===== config.mk =====
export PLATFORM = sky130hd
export DESIGN_NAME = placer_host_bridge
export DESIGN_NICKNAME = d
export VERILOG_FILES = /design/src/rtl/placer_bridge_pkg.sv /design/src/rtl/placer_watchdog.sv /design/src/rtl/placer_host_bridge.sv
export SDC_FILE = /design/constraint.sdc
export NUM_CORES = 1
export LEC_CHECK = 0
export ABC_CLOCK_PERIOD_IN_PS = 4200
export CORE_UTILIZATION = 46
export CTS_CLUSTER_SIZE = 10
export DETAILED_ROUTE_END_ITERATION = 12
export MAX_ROUTING_LAYER = met4
export PLACE_DENSITY = 0.86
export SYNTH_ARGS = -nofsm -noshare
export SYNTH_HDL_FRONTEND = slang
export SYNTH_HIERARCHICAL = 1
export SYNTH_SLANG_ARGS = --single-unit

===== constraint.sdc =====
create_clock -name clk -period 4.2 [get_ports clk]
set_input_delay 1.05 -clock clk [delete_from_list [all_inputs] [get_ports clk]]
set_output_delay 1.05 -clock clk [all_outputs]
set_load 0.02 [all_outputs]

===== src/rtl/placer_bridge_pkg.sv =====
// Shared types and constants for the host-to-placer bridge.
package placer_bridge_pkg;

  typedef enum logic [2:0] {
    IDLE,
    LOAD_ADDR,
    LOAD_STREAM,
    ACK_WAIT,
    RUN_WAIT,
    UNLOAD,
    STATUS
  } state_e;

  // err bit positions
  localparam int ERR_OVERFLOW = 0;
  localparam int ERR_TIMEOUT  = 1;

  // status word flag positions, counted down from the MSB
  localparam int ST_TIMEOUT_FROM_MSB  = 0;
  localparam int ST_OVERFLOW_FROM_MSB = 1;

  function automatic int step_bytes(input int bus_width);
    return bus_width / 8;
  endfunction

endpackage


===== src/rtl/placer_watchdog.sv =====
// Run watchdog: loadable down-counter; expired fires on the LIMIT-th enabled cycle after clear.
module placer_watchdog #(
  parameter int LIMIT = 0
) (
  input  logic clk,
  input  logic rst,
  input  logic clear,
  input  logic en,
  output logic expired
);

  generate
    if (LIMIT == 0) begin : g_off
      logic unused_wd;
      assign unused_wd = ^{clk, rst, clear, en};
      assign expired   = 1'b0;
    end else begin : g_on
      localparam int CW = (LIMIT > 1) ? $clog2(LIMIT) : 1;
      logic [CW-1:0] count;

      // holds LIMIT-1 after clear, so zero is seen on the LIMIT-th enabled cycle
      always_ff @(posedge clk) begin
        if (rst)                    count <= CW'(LIMIT - 1);
        else if (clear)             count <= CW'(LIMIT - 1);
        else if (en && count != '0) count <= count - 1'b1;
      end

      assign expired = en && (count == '0);
    end
  endgenerate

endmodule


===== src/rtl/placer_host_bridge.sv =====
// Host mailbox <-> placer bridge: packet load handshakes, run start, bounded unload and status word.
module placer_host_bridge
  import placer_bridge_pkg::*;
#(
  parameter int N                = 16,
  parameter int BUS_WIDTH        = 32,
  parameter int ADDR_WIDTH       = 13,
  parameter int NUM_PACKETS      = N + 2,
  parameter int PACKET_WORDS     = N + 8,
  parameter int LOAD_BASE        = 0,
  parameter int UNLOAD_BASE      = 'h800,
  parameter int UNLOAD_MAX_WORDS = N,
  parameter int STATUS_ADDR      = 'hFFC,
  parameter int TIMEOUT_CYCLES   = 0
) (
  input  logic                    clk,
  input  logic                    rst,
  input  logic                    done,
  output logic                    ack,
  output logic [ADDR_WIDTH-1:0]   address,
  output logic [BUS_WIDTH-1:0]    data_out,
  input  logic [BUS_WIDTH-1:0]    data_in,
  output logic [BUS_WIDTH/8-1:0]  we,
  output logic                    ram_en,
  output logic                    ram_rst,
  output logic                    pl_rst,
  output logic                    pl_load_en,
  output logic [BUS_WIDTH-1:0]    pl_load_data,
  input  logic [BUS_WIDTH-1:0]    pl_unload_data,
  input  logic                    pl_complete,
  output logic [1:0]              err
);

  localparam int WE_W = BUS_WIDTH / 8;
  localparam int SCW  = (PACKET_WORDS > 1) ? $clog2(PACKET_WORDS) : 1;
  localparam int PCW  = $clog2(NUM_PACKETS + 1);
  localparam int WCW  = (UNLOAD_MAX_WORDS > 0) ? $clog2(UNLOAD_MAX_WORDS + 1) : 1;

  localparam logic [ADDR_WIDTH-1:0] A_STEP   = ADDR_WIDTH'(step_bytes(BUS_WIDTH));
  localparam logic [ADDR_WIDTH-1:0] A_LOAD   = ADDR_WIDTH'(LOAD_BASE);
  localparam logic [ADDR_WIDTH-1:0] A_UNLOAD = ADDR_WIDTH'(UNLOAD_BASE);
  localparam logic [ADDR_WIDTH-1:0] A_STATUS = ADDR_WIDTH'(STATUS_ADDR);

  state_e                 state, state_d;
  logic [SCW-1:0]         step_cnt, step_cnt_d;
  logic [PCW-1:0]         packet_cnt, packet_cnt_d;
  logic [WCW-1:0]         wcnt, wcnt_d;
  logic                   seen, seen_d;
  logic [1:0]             err_d;
  logic [ADDR_WIDTH-1:0]  address_d;
  logic [BUS_WIDTH-1:0]   data_out_d;
  logic [WE_W-1:0]        we_d;
  logic                   ack_d, pl_load_en_d;
  logic                   wd_clear, wd_en, wd_expired;
  logic                   last_word, unload_done;

  assign ram_en       = 1'b1;
  assign ram_rst      = 1'b0;
  assign pl_rst       = rst;
  assign pl_load_data = data_in;

  assign last_word   = step_cnt == SCW'(PACKET_WORDS - 1);
  assign wd_en       = (state == UNLOAD) && !seen;
  assign unload_done = !pl_complete && (seen || wd_expired);

  placer_watchdog #(.LIMIT(TIMEOUT_CYCLES)) u_wd (
    .clk     (clk),
    .rst     (rst),
    .clear   (wd_clear),
    .en      (wd_en),
    .expired (wd_expired)
  );

  function automatic logic [BUS_WIDTH-1:0] status_word(input logic tmo, input logic ovf,
                                                       input logic [WCW-1:0] cnt);
    logic [BUS_WIDTH-1:0] s;
    s = '0;
    s[WCW-1:0] = cnt;
    s[BUS_WIDTH-1-ST_TIMEOUT_FROM_MSB]  = tmo;
    s[BUS_WIDTH-1-ST_OVERFLOW_FROM_MSB] = ovf;
    return s;
  endfunction

  always_ff @(posedge clk) begin
    if (rst) state <= IDLE;
    else     state <= state_d;
  end

  always_comb begin
    state_d = state;
    unique case (state)
      IDLE:        if (done) state_d = LOAD_ADDR;
      LOAD_ADDR:   state_d = LOAD_STREAM;
      LOAD_STREAM: if (last_word) state_d = ACK_WAIT;
      // packet_cnt is zeroed by STATUS, so a delivered result always lands back in IDLE
      ACK_WAIT:    if (!done) state_d = (packet_cnt < PCW'(NUM_PACKETS)) ? IDLE : RUN_WAIT;
      RUN_WAIT:    if (done) state_d = UNLOAD;
      UNLOAD:      if (unload_done) state_d = STATUS;
      STATUS:      state_d = ACK_WAIT;
      default:     state_d = IDLE;
    endcase
  end

  always_comb begin
    address_d    = address;
    data_out_d   = data_out;
    we_d         = '0;
    ack_d        = ack;
    pl_load_en_d = 1'b0;
    step_cnt_d   = step_cnt;
    packet_cnt_d = packet_cnt;
    wcnt_d       = wcnt;
    seen_d       = seen;
    err_d        = err;
    wd_clear     = 1'b0;
    unique case (state)
      IDLE: if (done) address_d = A_LOAD;
      LOAD_ADDR: begin
        pl_load_en_d = 1'b1;
        address_d    = address + A_STEP;
        step_cnt_d   = '0;
      end
      LOAD_STREAM: begin
        address_d  = address + A_STEP;
        step_cnt_d = step_cnt + 1'b1;
        if (last_word) begin
          ack_d        = 1'b1;
          packet_cnt_d = packet_cnt + 1'b1;
        end
      end
      ACK_WAIT: if (!done) ack_d = 1'b0;
      RUN_WAIT: if (done) begin
        pl_load_en_d = 1'b1;
        address_d    = A_UNLOAD;
        wcnt_d       = '0;
        seen_d       = 1'b0;
        err_d        = '0;
        wd_clear     = 1'b1;
      end
      UNLOAD: begin
        // the registered write completes on this edge; move to the next slot afterwards
        if (|we) address_d = address + A_STEP;
        if (pl_complete) begin
          seen_d = 1'b1;
          if (wcnt < WCW'(UNLOAD_MAX_WORDS)) begin
            data_out_d = pl_unload_data;
            we_d       = '1;
            wcnt_d     = wcnt + 1'b1;
          end else begin
            err_d[ERR_OVERFLOW] = 1'b1;
          end
        end else if (unload_done) begin
          if (!seen) err_d[ERR_TIMEOUT] = 1'b1;
          address_d  = A_STATUS;
          we_d       = '1;
          data_out_d = status_word(!seen, err[ERR_OVERFLOW], wcnt);
        end
      end
      STATUS: begin
        ack_d        = 1'b1;
        packet_cnt_d = '0;
      end
      default: ;
    endcase
  end

  always_ff @(posedge clk) begin
    if (rst) begin
      address    <= '0;
      data_out   <= '0;
      we         <= '0;
      ack        <= 1'b0;
      pl_load_en <= 1'b0;
      step_cnt   <= '0;
      packet_cnt <= '0;
      wcnt       <= '0;
      seen       <= 1'b0;
      err        <= '0;
    end else begin
      address    <= address_d;
      data_out   <= data_out_d;
      we         <= we_d;
      ack        <= ack_d;
      pl_load_en <= pl_load_en_d;
      step_cnt   <= step_cnt_d;
      packet_cnt <= packet_cnt_d;
      wcnt       <= wcnt_d;
      seen       <= seen_d;
      err        <= err_d;
    end
  end

endmodule


* After elaboration in Yosys (flattened, before gate mapping)
Index checks and enable logic that the tools add are counted.
** Storage, ports and cells
- Input bits :: 68
- Flip-flop bits (word level) :: 72
- Word-level logic and storage cells :: 100
- Bits in read-only memories :: 0
- Memories :: 0
- Output and inout bits :: 88
- Bits in writable memories :: 0
- Latch bits :: 0
** Operators by class
- Magnitude comparators :: 2
- Bitwise operators :: 1
- Divide/modulo/power cells :: 0
- Add/sub/neg operators :: 4
- Multiply operators :: 0
- Eq/ne operators :: 18
- Reduce and logical (&&, ||, !) cells :: 22
- Mux-type cells :: 41
- Shift-type cells :: 0
** Operator list (count)
- 32-bit 2-to-1 mux :: 3
- 13-bit 2-to-1 mux :: 5
- 13-bit one-hot mux with 4 select lines :: 1
- 5-bit one-hot mux with 2 select lines :: 3
- 3-bit one-hot mux with 7 select lines :: 1
- 5-bit 2-to-1 mux :: 4
- 3-bit 2-to-1 mux :: 6
- 2-bit != test, second input constant :: 9
- 5-bit by 1-bit adder with 5-bit output, second input constant :: 3
- 13-bit by 3-bit adder with 13-bit output, second input constant :: 1
- 4-bit 2-to-1 mux :: 3
- 3-bit AND reduction :: 4
- 5-bit less-than comparator, second input constant :: 2
- 1-bit 2-to-1 mux :: 10
- 5-bit AND reduction :: 2
- 3-bit equality test, second input constant :: 3
- 4-bit AND reduction :: 2
- 2-bit nonzero test :: 4
- 3-bit by 2-bit equality test with 1-bit output, second input constant :: 2
- 5-bit equality test, second input constant :: 1
- 2-bit by 1-bit != test with 1-bit output, second input constant :: 2
- 1-bit one-hot mux with 2 select lines :: 2
- 2-bit one-hot mux with 2 select lines :: 1
- 4-bit nonzero test :: 1
- 11 further kinds :: 13

* Logic depth before layout (Yosys ltp)
Gate-level depths: netlist of the first run.
- Depth in word-level cells :: 5
- Mapped depth :: 10
- Mapped depth without buffers :: 7

* Modules after synthesis
The synthesis of the first run kept the hierarchy.
** By module, submodules not included
- placer_host_bridge :: instances 1, cells each 450, seq. area each 1341.3 µm², area an instance 3626.0 µm²
- placer_watchdog :: instances 1, cells each 2, seq. area each 0.0 µm², area an instance 11.3 µm²

* Least setup slack after synthesis of the first run
OpenSTA, ideal clock, no wires.
- Path type :: input to register
- Start :: in pl_complete
- End :: reg state[1]
- Setup slack :: 1933 ps
- Data required time :: 4072 ps
- Stages on the path :: 6
- Library setup time :: 128 ps
- Buffers on the path :: 1
- Arrival time :: 2139 ps
- Cell sequence :: buf_2 o21ba_2 nor2_1 a2111oi_4 mux2i_1 nor2_1
** On the way
- Longest elaborated chain between the ends :: 4
** Ends and longest elaborated chain
- start: declaration :: RTL line placer_host_bridge.sv:30 : input logic pl_complete,
- 1-bit zero test :: RTL line placer_host_bridge.sv:64 : assign unload_done = !pl_complete && (seen || wd_expired);
- 1-bit logical AND :: RTL line placer_host_bridge.sv:64
- 2-bit != test (no source line)
- 5-bit AND reduction (no source line)
- end signal: assignment :: RTL line placer_host_bridge.sv:86 : else state <= state_d;
- end: declaration :: RTL line placer_host_bridge.sv:44 : state_e state, state_d;
Every way passes these cells.
A chain may end at the register's enable or synchronous reset.

* Worst setup path in the final report of the first run
- Start :: in rst
- End :: out pl_rst
** RTL lines
- start: declaration :: RTL line placer_host_bridge.sv:17 : input logic rst,
- end: declaration :: RTL line placer_host_bridge.sv:26 : output logic pl_rst,
No word-level cell between the ends.

==> results of run 1 <==
## layout make-up
cell class | count | area (um2)
fill | 663 | 3240
multi-input combinational | 312 | 1840
sequential | 67 | 1340
timing repair buffer | 92 | 903
clock buffer | 10 | 128
tap | 102 | 128
clock inverter | 6 | 88.8
inverter | 5 | 18.8
## metal layers
layer	global-route usage, %	part of all wire [%]	vias up
met5	-	0	-
met4	13.1	3.7	0
met3	3.96	7.3	45
met2	37.2	49	167
met1	26.1	40	1573
li1	-	-	1607
## sequential cells by signal (all words and copies together), names as in the netlist, 2 cells and up
signal	flops
address	11
data_out	32
err	2
packet_cnt	5
state	3
step_cnt	5
wcnt	5
## cells in the final DEF (no fill, tap or decap), drive strengths merged, types with 10 or more instances in the layout
| master | n |
|---|---|
| ha | 10 |
| dfxtp | 67 |
| a211oi | 10 |
| a21oi | 50 |
| clkbuf | 10 |
| nand2 | 45 |
| nor2 | 41 |
| nand3 | 42 |
| o21ai | 17 |
| clkdlybuf4s50 | 86 |
## per-stage QoR
stage,instances,total power [W]
4_1_cts,594,0.00180
2_1_floorplan,452,0.00112
3_3_place_gp,578,0.00119
3_5_place_dp,578,0.00121
5_1_grt,594,0.00188
6_report,594,0.00180
## worst reg2reg max path, delay by kind of cell (launching register included)
kind,cells,cell delay (ps)
adders and majority gates,1,330
buffers and inverters,1,110
AOI/OAI and AO/OA,3,1080
and+or+nand+nor,2,540
DFF,1,390
## worst max path at each step
stage	startpoint	end	slack [ps]	depth (start not counted)
6_report	rst	pl_rst	1400	2
5_1_grt	pl_complete	data_out[2]$_SDFFE_PP0P_	1350	7
4_1_cts	rst	pl_rst	1400	2
3_5_place_dp	pl_complete	data_out[2]$_SDFFE_PP0P_	1170	7
3_3_place_gp	pl_complete	data_out[0]$_SDFFE_PP0P_	1290	7
2_1_floorplan	pl_complete	state[1]$_SDFFE_PP0P_	1930	6
## power groups by stage
stage / clock (W) / sequential [W] / combinational (W)
2_1_floorplan: 0 / 0.000709 / 0.000413
3_3_place_gp: 0 / 0.000702 / 0.000488
3_5_place_dp: 0 / 0.000703 / 0.000502
4_1_cts: 0.000603 / 0.000688 / 0.000507
5_1_grt: 0.000631 / 0.000693 / 0.000558
6_report: 0.000599 / 0.000689 / 0.000514
==> results.toml, run 1 <==
[cts]
path_clk_slew_ps = 70
clk_path_buf_depth = 2
cts_resized = 0
cts-root-buf = "clkbuf_8"
cts_buffers = 9
h-tree-depth = 3
cts_tree = "built"
cts_hold_buf = 0
cts.sinks = 67
clock_latency_ps = 360
cts_setup_buffers = 0

[worst_setup_path]
path_delay_family = "buffers and inverters"
cp_data_arrival_time_ps = 1750
reg2reg_depth = 7
rrSetupSlack_ps = 1670
slowest_stage = "clkdlybuf4s50_1"
r2r-end = "address[10]$_SDFFE_PP0P_"
cp.required_ps = 3150
path_buf_inv = 2
r2r_start = "state[0]$_SDFFE_PP0P_"
crit_path_start_kind = "primary input"
path_cells = "buf_2 -> clkdlybuf4s50_1"
cp_max_fo = 2
critPathMaxStageDelay_ps = 600
endpoint_kind = "output pin"
path_class = "in2out"

[timing]
min_period_over_period_pct = 66.6
setup_ws_ps = 1400
slew_viol_final = 0
worstMarginPinSlew_ps = 889
holdWs_ps = 461
setup_violations = 0
rsz0062_at_grt = "false"
max_freq_ghz = 0.358
tns_ps = 0
skew_ps = 11.7
finalCriticalPeriod_ps = 2800
hold_viol = 0
maxSlewHeadroom_pct = 40.6

[placed_design]
place_congestion = 0.868
io_buffers = 87
dp_slack_ps = 1170
detailed_place_hpwl_mm = 6.23
dpl-instance-area_mm2 = 0.00424

[route]
vias = 3392
viasPerCell = 5.71
dr.pass1.iters = 5
ant_nets = 0
dr.first_iter.drc_count = 189
wl_mm = 8.93
drc = 0
wire_per_inst_um = 15.0

[pwr]
p_per_area_mw_per_mm2 = 405
intPower_w = 0.00119
cellLeakagePower_nw = 1.53
switching_share_pct = 33.9
p_sw_w = 0.000612
p_comb_share_pct = 28.5
p_clk_share_pct = 33.2
seq_power_share_pct = 38.2
peakVddDrop_v = 0.000214

[floorplan]
die_w_um = 90.8
start_util_pct = 47.2
core-area_mm2 = 0.00769
dieHeight_um = 90.8
row_count = 32
io_pins = 156
dieArea_mm2 = 0.00825

[job]
cap_violations = 0

[layout]
nets = 565
fin_area_mm2 = 0.00445
drive_above_1_share_pct = 7.52
final_core_util_pct = 57.9
n_antenna_cell = 0
syn_to_final_growth_pct = 22.6

[grt]
grt_pass1_vias = 3203
grt_max_degree = 63
antenna_found_initial = 0
grt_pass1_wl_mm = 14.9
grt_usage_pct = 22.7
grt_overflow_total = 0

[synth]
synth.avg_cell_area_um2 = 8.07
synth_cells = 450
yosys_warnings = 6
netlist_area_mm2 = 0.00363

[min_path]
hold_class = "reg2reg"
worstHoldPathCells = 2
min_to = "data_out[6]$_SDFFE_PP0P_"
worstHoldStart = "data_out[6]$_SDFFE_PP0P_"

[run_status]
status = "finished clean"
No activity file was read; power rests on OpenSTA's default activity.
==> run 2, diff against run 1 <==
ABC_CLOCK_PERIOD_IN_PS = 2600   (was 4200)
CORE_UTILIZATION = 43   (was 46)
PLACE_DENSITY = 0.81   (was 0.86)
clock period = 2.6 ns   (was 4.2 ns; I/O delays follow)
==> results.toml, run 2 (synthesis results as in run 1) <==
[layout]
final_cells = 602
reg_top3 = "data_out x32, address x11"
top_register = "data_out"
seq_area_mm2 = 0.00134
syn_to_final_growth_pct = 23.2
drive_above_1_share_pct = 8.25
largest_reg_flops = 32
fillers = 745
final_core_util_pct = 54.7
multi_input_area_mm2 = 0.00184
mostFrequentLayoutCells = "clkdlybuf4s50_1 (86), dfxtp_1 (67), a21oi_1 (50), nand2_1 (43), nand3_1 (42)"
n_antenna_cell = 0
final_common_cell = "clkdlybuf4s50_1"
fin_area_mm2 = 0.00447
nets = 570

[cts]
cts_hold_buf = 0
cts_resized = 0
cts_buffers = 9
cts_tree = "built"
clk_path_buf_depth = 2
cts_setup_buffers = 0
path_clk_slew_ps = 80
h-tree-depth = 3
clock_latency_ps = 350
cts.sinks = 67
cts-root-buf = "clkbuf_8"

[worst_setup_path]
crit_path_start_kind = "register"
endpoint_kind = "register"
cp_data_arrival_time_ps = 2590
cp.required_ps = 2860
r2r-end = "address[10]$_SDFFE_PP0P_"
slowest_stage = "o31ai_2"
r2r_start = "state[1]$_SDFFE_PP0P_"
critPathMaxStageDelay_ps = 790
path_cells = "inv_1 -> ha_1 -> o31ai_2 -> nand2b_1 -> o21ai_1 -> a311oi_1"
cp_max_fo = 12
path_buf_inv = 1
path_class = "reg2reg"
rrSetupSlack_ps = 270
reg2reg_depth = 6
path_delay_family = "compound AO/OA/AOI/OAI gates"
cp.depth = 6

[route]
wire_per_inst_um = 14.7
vias = 3330
ant_nets = 0
dr.pass1.iters = 6
dr.first_iter.drc_count = 245
wl_mm = 8.86
drc = 0
viasPerCell = 5.53

[timing]
setup_violations = 0
rsz0062_at_grt = "false"
slew_viol_final = 0
max_freq_ghz = 0.428
tns_ps = 0
worstMarginPinSlew_ps = 828
skew_ps = 12.0
min_period_over_period_pct = 89.8
finalCriticalPeriod_ps = 2330
maxSlewHeadroom_pct = 44.4
hold_viol = 0
setup_ws_ps = 265

[floorplan]
io_pins = 156
dieArea_mm2 = 0.00881
start_util_pct = 44.4
die_w_um = 93.9
row_count = 33
core-area_mm2 = 0.00818
dieHeight_um = 93.9

[min_path]
worstHoldStart = "data_out[6]$_SDFFE_PP0P_"
worstHoldPathCells = 2
min_to = "data_out[6]$_SDFFE_PP0P_"
hold_class = "reg2reg"

[grt]
grt_overflow_total = 0
antenna_found_initial = 0
grt_pass1_wl_mm = 14.1
grt_usage_pct = 20.8
grt_pass1_vias = 3074
grt_max_degree = 63

[job]
cap_violations = 0

[pwr]
cellLeakagePower_nw = 1.55
peakVddDrop_v = 0.000474
p_per_area_mw_per_mm2 = 634

[placed_design]
detailed_place_hpwl_mm = 6.40
dp.cells = 586
place_congestion = 0.867
dp_slack_ps = 146
io_buffers = 87
dpl-instance-area_mm2 = 0.00428

[run_status]
status = "finished clean"
run 2: cell count changes in the layout (fill, tap and decap cells not counted):
cell / delta
clkbuf_8: +1
bufinv_16: -1
clkbuf_1: +1
buf_4: +5
inv_6: -1
run 2: worst max-delay path by stage:
stage | to | slack, ps | startpoint
2_1_floorplan | state[1]$_SDFFE_PP0P_ | 730 | pl_complete
3_3_place_gp | address[10]$_SDFFE_PP0P_ | 240 | done
3_5_place_dp | data_out[2]$_SDFFE_PP0P_ | 150 | pl_complete
4_1_cts | address[10]$_SDFFE_PP0P_ | 290 | state[1]$_SDFFE_PP0P_
5_1_grt | address[11]$_SDFFE_PP0P_ | 60 | state[1]$_SDFFE_PP0P_
6_report | address[10]$_SDFFE_PP0P_ | 270 | state[1]$_SDFFE_PP0P_
run 2: stage by stage:
stage | hold slack [ps] | power [W]
2_1_floorplan | 462 | 0.00181
3_3_place_gp | 437 | 0.00195
3_5_place_dp | 454 | 0.00197
4_1_cts | 463 | 0.00284
5_1_grt | 481 | 0.00296
6_report | 461 | 0.00283
run 2: layer usage:
layer / vias to the layer above / share of wire [%] / global-route usage [%]
li1: 1615 / - / -
met1: 1565 / 43 / 23.5
met2: 130 / 50 / 34.4
met3: 20 / 5.5 / 4.69
met4: 0 / 2.1 / 11.0
met5: - / 0 / -
run 2: where the power goes:
group          total (W)  switching, W  internal, W
logic           0.000852      0.000519     0.000333
clock network   0.000869      0.000401     0.000468
registers        0.00111     0.0000439      0.00107
total            0.00283      0.000964      0.00187
run 2: area by class of cell:
cell class | instances | area share, %
Multi-Input combinational cell | 312 | 41.2
Sequential cell | 67 | 30.0
Timing Repair Buffer | 97 | 21.0
Clock buffer | 12 | 3.25
Tap cell | 105 | 2.94
Clock inverter | 4 | 1.12
Inverter | 5 | 0.420
run 2: worst register-to-register path: stages, from the launching register on:
cell and delay [ps]:
dfxtp_1 410, inv_1 110, ha_1 350, o31ai_2 790, nand2b_1 250, o21ai_1 80
a311oi_1 240
==> run 3, diff against run 2 <==
ABC_AREA = 1   (was unset)
==> results.toml, run 3 <==
[run_status]
status = "finished clean"

[worst_setup_path]
path_class = "reg2out"
r2r-end = "address[2]$_SDFFE_PP0P_"
critPathMaxStageDelay_ps = 700
path_buf_inv = 1
endpoint_kind = "output pin"
r2r_start = "state[0]$_SDFFE_PP0P_"
cp_max_fo = 12
path_cells = "clkdlybuf4s50_1"
rrSetupSlack_ps = 450
reg2reg_depth = 8
cp_data_arrival_time_ps = 1640
path_delay_family = "buffers and inverters"
cp.required_ps = 1950
slowest_stage = "clkdlybuf4s50_1"
crit_path_start_kind = "register"

[grt]
antenna_found_initial = 0
grt_overflow_total = 0
grt_pass1_wl_mm = 13.8
grt_usage_pct = 20.3
grt_pass1_vias = 3041
grt_max_degree = 48

[layout]
mostFrequentLayoutCells = "nand2_1 (141), clkdlybuf4s50_1 (86), dfxtp_1 (67), a21oi_1 (60), inv_1 (33)"
largest_reg_flops = 32
final_common_cell = "nand2_1"
top_register = "data_out"
reg_top3 = "data_out x32, address x11"
nets = 628
syn_to_final_growth_pct = 24.8
drive_above_1_share_pct = 10.1
final_core_util_pct = 55.1
final_cells = 660
n_antenna_cell = 0

[cts]
clk_path_buf_depth = 2
cts_hold_buf = 0
clock_latency_ps = 330
cts_tree = "built"
cts-root-buf = "clkbuf_8"
cts_resized = 0
h-tree-depth = 3
cts_buffers = 9
cts_setup_buffers = 0
path_clk_slew_ps = 70
cts.sinks = 67

[min_path]
hold_class = "reg2reg"
worstHoldPathCells = 2
min_to = "data_out[22]$_SDFFE_PP0P_"
worstHoldStart = "data_out[22]$_SDFFE_PP0P_"

[route]
viasPerCell = 5.13
drc = 0
ant_nets = 0
dr.first_iter.drc_count = 231
vias = 3386
wire_per_inst_um = 12.9
dr.pass1.iters = 5
wl_mm = 8.48

[timing]
tns_ps = 0
holdWs_ps = 461
hold_viol = 0
setup_ws_ps = 312
slew_viol_final = 0
max_freq_ghz = 0.437
rsz0062_at_grt = "false"
min_period_over_period_pct = 88.0
setup_violations = 0
worstMarginPinSlew_ps = 542
finalCriticalPeriod_ps = 2290
maxSlewHeadroom_pct = 63.9
skew_ps = 8.08

[floorplan]
dieArea_mm2 = 0.00876
io_pins = 156
start_util_pct = 44.1
row_count = 33
core-area_mm2 = 0.00818
dieHeight_um = 93.6
die_w_um = 93.6

[placed_design]
io_buffers = 87
dp.cells = 644
dp_slack_ps = 170
detailed_place_hpwl_mm = 6.29
place_congestion = 0.933

[pwr]
p_per_area_mw_per_mm2 = 758
cellLeakagePower_nw = 1.70
peakVddDrop_v = 0.000437

[synth]
yosys_warnings = 6
synth_cells = 502
synth.avg_cell_area_um2 = 7.19
netlist_area_mm2 = 0.00361

[job]
cap_violations = 0
run 3: through the flow:
stage,total power [W],cell area [um2]
after floorplan,0.00210,3610
after global placement,0.00234,4260
after detailed placement,0.00238,4260
after CTS,0.00342,4500
after global routing,0.00360,4500
final,0.00341,4500
run 3: how the worst max path moves through the flow:
stage / from / end / slack (ps) / depth (start not counted)
after CTS: we[2]$_SDFF_PP0_ / we[2] / 290 / 1
after floorplan: state[1]$_SDFFE_PP0P_ / wcnt[4]$_SDFFE_PP0P_ / 980 / 11
final: we[2]$_SDFF_PP0_ / we[3] / 310 / 1
after detailed placement: pl_complete / data_out[3]$_SDFFE_PP0P_ / 170 / 8
after global routing: state[0]$_SDFFE_PP0P_ / address[3]$_SDFFE_PP0P_ / 210 / 8
after global placement: pl_complete / data_out[3]$_SDFFE_PP0P_ / 250 / 8
run 3: cell type report:
| class | instances | area [um2] |
|---|---|---|
| fillers | 759 | 3670 |
| multi-input cells | 338 | 1720 |
| flip-flops and latches | 67 | 1340 |
| repair buffers | 91 | 896 |
| inverters | 43 | 174 |
| clock buffers | 11 | 141 |
| well taps | 105 | 131 |
| clock inverters | 5 | 100 |
run 3: layer usage:
metal  wire length [um]  track usage (%)  part of all wire [%]
met1               3770             25.6                    44
met2               3840             30.8                    45
met3                679             4.31                   8.0
met4                184             10.4                   2.2
met5                  0                -                     0
run 3: report_power, final:
group | leakage [nW] | switching (W) | internal (W)
clock | 0.123 | 0.000384 | 0.000661
sequential | 0.542 | 0.000103 | 0.00114
combinational | 1.04 | 0.000718 | 0.000407
total | 1.70 | 0.00120 | 0.00221
